## src/rtl/mux_rr_sel_arbiter.sv

```systemverilog
// Round-robin arbiter sharing one N:1 mux select between N requesters.
// Grants one owner at a time and force-releases it after MAX_HOLD cycles.
module mux_rr_sel_arbiter #(
   parameter int N        = 8,
   parameter int SEL_W    = 3,
   parameter int MAX_HOLD = 16
) (
   input  logic             clk,
   input  logic             rst_n,
   input  logic [N-1:0]     req,
   input  logic             done,
   output logic [N-1:0]     grant,
   output logic [SEL_W-1:0] sel,
   output logic             busy,
   output logic             timeout
);

   localparam int                 HOLD_W    = 8;
   localparam logic [HOLD_W-1:0]  HOLD_LAST = HOLD_W'(MAX_HOLD - 1);
   localparam logic [SEL_W-1:0]   SEL_ONE   = SEL_W'(1);
   localparam logic [N-1:0]       GRANT_ONE = N'(1);

   typedef enum logic {IDLE, GRANT} state_t;

   state_t              state_q, state_d;
   logic [SEL_W-1:0]    ptr_q, ptr_d;
   logic [HOLD_W-1:0]   hold_q, hold_d;
   logic [N-1:0]        grant_d;
   logic [SEL_W-1:0]    sel_d;
   logic                busy_d, timeout_d;

   logic                found;
   logic [SEL_W-1:0]    pick, idx;
   logic                rel_done, rel_drop, rel_hold;

   // Scan from ptr upward; SEL_W-bit addition wraps mod N since N is a power of two.
   always_comb begin
      found = 1'b0;
      pick  = ptr_q;
      idx   = ptr_q;
      for (int i = 0; i < N; i++) begin
         idx = ptr_q + SEL_W'(i);
         if (!found && req[idx]) begin
            found = 1'b1;
            pick  = idx;
         end
      end
   end

   assign rel_done = done;
   assign rel_drop = !req[sel];
   assign rel_hold = (hold_q == HOLD_LAST);

   always_comb begin
      state_d   = state_q;
      ptr_d     = ptr_q;
      hold_d    = hold_q;
      grant_d   = grant;
      sel_d     = sel;
      busy_d    = busy;
      timeout_d = 1'b0;
      case (state_q)
         IDLE: begin
            if (found) begin
               state_d = GRANT;
               grant_d = GRANT_ONE << pick;
               sel_d   = pick;
               busy_d  = 1'b1;
               hold_d  = '0;
            end
         end
         GRANT: begin
            if (rel_done || rel_drop || rel_hold) begin
               state_d   = IDLE;
               grant_d   = '0;
               busy_d    = 1'b0;
               ptr_d     = sel + SEL_ONE;
               // Only a pure hold-limit release counts as a forced timeout.
               timeout_d = rel_hold && !rel_done && !rel_drop;
            end else begin
               hold_d = hold_q + 8'd1;
            end
         end
         default: state_d = IDLE;
      endcase
   end

   always_ff @(posedge clk or negedge rst_n) begin
      if (!rst_n) begin
         state_q <= IDLE;
         ptr_q   <= '0;
         hold_q  <= '0;
         grant   <= '0;
         sel     <= '0;
         busy    <= 1'b0;
         timeout <= 1'b0;
      end else begin
         state_q <= state_d;
         ptr_q   <= ptr_d;
         hold_q  <= hold_d;
         grant   <= grant_d;
         sel     <= sel_d;
         busy    <= busy_d;
         timeout <= timeout_d;
      end
   end

endmodule

```

## config.mk

```make
export PLATFORM = sky130hd
export DESIGN_NAME = mux_rr_sel_arbiter
export DESIGN_NICKNAME = d
export VERILOG_FILES = /design/src/rtl/mux_rr_sel_arbiter.sv
export SDC_FILE = /design/constraint.sdc
export NUM_CORES = 1
export LEC_CHECK = 0
export ABC_CLOCK_PERIOD_IN_PS = 4000
export BUFFER_PORTS_ARGS = -buffer_cell sky130_fd_sc_hd__buf_2
export CORE_ASPECT_RATIO = 0.5
export CORE_MARGIN = 2
export CORE_UTILIZATION = 30
export DETAILED_ROUTE_END_ITERATION = 6
export PLACE_DENSITY = 0.54
export SYNTH_ARGS = -nofsm -noshare
export SYNTH_HDL_FRONTEND = slang
export SYNTH_SLANG_ARGS = --single-unit
export TNS_END_PERCENT = 5
```

## constraint.sdc

```tcl
create_clock -name clk -period 4 [get_ports clk]
set_clock_uncertainty 0.1 [all_clocks]
set_input_delay 0.4 -clock clk [delete_from_list [all_inputs] [get_ports clk]]
set_output_delay 0.4 -clock clk [all_outputs]
set_load 0.005 [all_outputs]
```

==> impl_metrics.ini <==
[status]
outcome = completed

[synthesis]
synth_seq_area_share_pct = 31.3
synth_largest_area_cell = dfrtp_1
synth.distinct_cells = 56
syn_inst = 184
yosys_warnings = 0
synth_top_area_share_pct = 31.3
synthTopCellsByArea = dfrtp_1 31%, mux4_2 14%, nand2_1 3.9%
synth-seq-cells = 25
syn_nets = 199
synth.cell_area_um2 = 2000
synth_edf_count = 0
async_flop_share_pct = 100
syn-mean-instance-area_um2 = 10.9
synth_ff_type = dfrtp_1

[clocking]
cts_sinks = 25
clk_path_buf_depth = 2
cts-resized-gates = 0
clkLatencyLatePin_ns = 0.26
cts_root_buffer = clkbuf_16
cts_tree = done
htreeDepth = 1
cts_setup_buffers = 0
clk_pin_slew_ns = 0.06
numCtsBuffers = 3
cts-hold-fix-buffers = 0

[global_routing]
grt_pass1_wl_mm = 7.56
grt_overflow = 0
antenna_found_initial = 0
grt_max_degree = 26
grt_pass1_vias = 1523
grtUsageTotal_pct = 12.9

[die]
rows = 20
fp.coreArea_um2 = 6260
die_h_um = 61.7
dieWidth_um = 119
start_util_pct = 32.0
io_pins = 24
fp.dieArea_um2 = 7370

[layout]
final_cells = 296
final_cell_mix = 25 x dfrtp_1, 23 x buf_2, 21 x nand2_1
diodes = 0
drive_gt1_share_pct = 29.3
final_area_um2 = 2290
final_common_cell = dfrtp_1
layout.nets = 224
area_delta_synth_final_pct = 14.6

[timing]
setup_viol = 0
worst_slew_pin_slew_ns = 0.678
finalSetupTns_ns = 0
grt_setup_unrepaired = no
maxSlewHeadroom_pct = 54.8
hold_violations = 0
max_clock_freq_mhz = 289
min_period_ns = 3.46
drv_slew = 0
fin_crit_sh_pct = 86.4

[pwr]
irDropWorstVdd_v = 0.000245
power_frac_clock_pct = 9.7
comb_power_share_pct = 72.4
leakagePower_nw = 0.987
switchingPower_mw = 1.07
intPower_mw = 1.19
switching_share_pct = 47.5
sequentialPowerShare_pct = 17.8
powerDensity_nw_per_um2 = 984

[routing]
top_layer_used = met4
met2_wirelength_mm = 2.15
drt_iter0_drc = 125
avgRoutedWirePerCell_um = 15.0
ant_nets = 0
drc = 0
wl_met3_um = 189
routed_wl_mm = 4.43
wl_met1_mm = 2.07
vias = 1594
vias_per_cell = 5.39
dr.pass1.iters = 5

[setup_path]
cp-end-kind = register
crit_slowest_cell = ha_1
cp.required_ns = 4.05
critPathKind = reg -> reg
critPathLaunchType = register
crit_path_max_fanout = 12
max_stage_delay_ns = 0.64
cp_cell_sequence = clkinv_1, ha_1, mux4_2, mux2_4, or3b_1, o21bai_4, a32o_1, a32o_2
cp.arrival_ns = 3.50

[job]
maxCapViolCount = 0

[worst_hold_path]
hp-class = in -> async

[placement]
dpl_cell_area_um2 = 2210
gp_congestion = 0.857
dpl.hpwl_mm = 3.46
io_buffers = 23
dp_cells = 292
[cells by family after synthesis]
| family | after synthesis | synth area share, % |
|---|---|---|
| multiplexers | 28 | 24.3 |
| XOR/XNOR | 14 | 6.13 |
| buffers and inverters | 13 | 3.19 |
| AO/OA/AOI/OAI | 37 | 16.3 |
| adder cells (fa/ha/maj) | 4 | 2.50 |
| flip-flops | 25 | 31.3 |
| AND/OR/NAND/NOR | 63 | 16.3 |
[layout make-up]
type / count / area, µm²
Clock buffer: 4 / 78.8
Fill cell: 629 / 3960
Inverter: 6 / 22.5
Multi-Input combinational cell: 146 / 1310
Sequential cell: 25 / 626
Tap cell: 88 / 110
Timing Repair Buffer: 27 / 145
[synthesized netlist by cell type, types with 2 or more instances]
| master | instances |
|---|---|
| mux4_2 | 12 |
| o31ai_1 | 5 |
| xnor2_1 | 7 |
| nand3_1 | 7 |
| inv_1 | 5 |
| and4_1 | 2 |
| a21oi_1 | 2 |
| a211oi_1 | 2 |
| xor2_1 | 7 |
| a32o_1 | 4 |
| a32o_2 | 2 |
| and3_1 | 3 |
| nand2_1 | 21 |
| nor2_1 | 12 |
| ha_1 | 4 |
| mux2i_1 | 7 |
| mux2_2 | 5 |
| nand2b_1 | 2 |
| nor4_1 | 2 |
| mux4_1 | 2 |
| nor2b_1 | 3 |
| o21ai_1 | 2 |
| buf_2 | 3 |
| a21o_1 | 3 |
| dfrtp_1 | 25 |
| nor3_1 | 2 |
| o21ai_0 | 4 |
[registers in the layout (all words and copies together), names as in the netlist]
| signal | cells |
|---|---|
| grant | 8 |
| hold_q | 8 |
| ptr_q | 3 |
| sel | 3 |
| busy | 1 |
| state_q | 1 |
| timeout | 1 |
[per-layer routing]
metal	up-vias	GRT usage, %
met5	-	0
met4	0	2.86
met3	3	1.92
met2	34	22.7
met1	801	17.6
li1	756	-
[power by group through the flow]
stage,Combinational [mW],Sequential (mW),Clock (mW)
after detailed placement,1.63,0.409,0
after floorplan,1.34,0.380,0
final,1.63,0.402,0.220
after global placement,1.63,0.405,0
after global routing,1.81,0.417,0.233
after CTS,1.64,0.404,0.228
[stage by stage]
| stage | hold slack (ns) | power (mW) | utilization, % | setup WS, ns |
|---|---|---|---|---|
| detailed placement | 0.328 | 2.04 | 35.4 | 0.548 |
| global route | 0.0763 | 2.46 | 36.6 | 0.258 |
| CTS | 0.0485 | 2.27 | 36.6 | 0.536 |
| global placement | 0.313 | 2.03 | 35.4 | 0.583 |
| floorplan | 0.00441 | 1.72 | - | 0.692 |
| finish | 0.0358 | 2.26 | 36.6 | 0.545 |
[path summary, 6_finish.rpt]
kind                       endpoint  cells past startpoint  startpoint  slack (ns)
min in group clk            timeout                      3        done        0.31
hold reg to reg            grant[4]                      2    grant[4]        0.38
setup / recovery           grant[3]                      8    ptr_q[0]        0.54
hold / removal             ptr_q[0]                      1       rst_n        0.04
setup reg to reg           grant[3]                      8    ptr_q[0]        0.54
max in group asynchronous    sel[2]                      1       rst_n        3.39
[critical path, delay by kind of cell, from the launching register on]
family          cells  cell delay (ns)
mux                 2             0.94
compound gates      3             0.76
fa+ha+maj           1             0.64
simple gates        1             0.38
flops               1             0.34
buf+inv             1             0.18
Note: power is estimated with default switching activity, not from simulation.
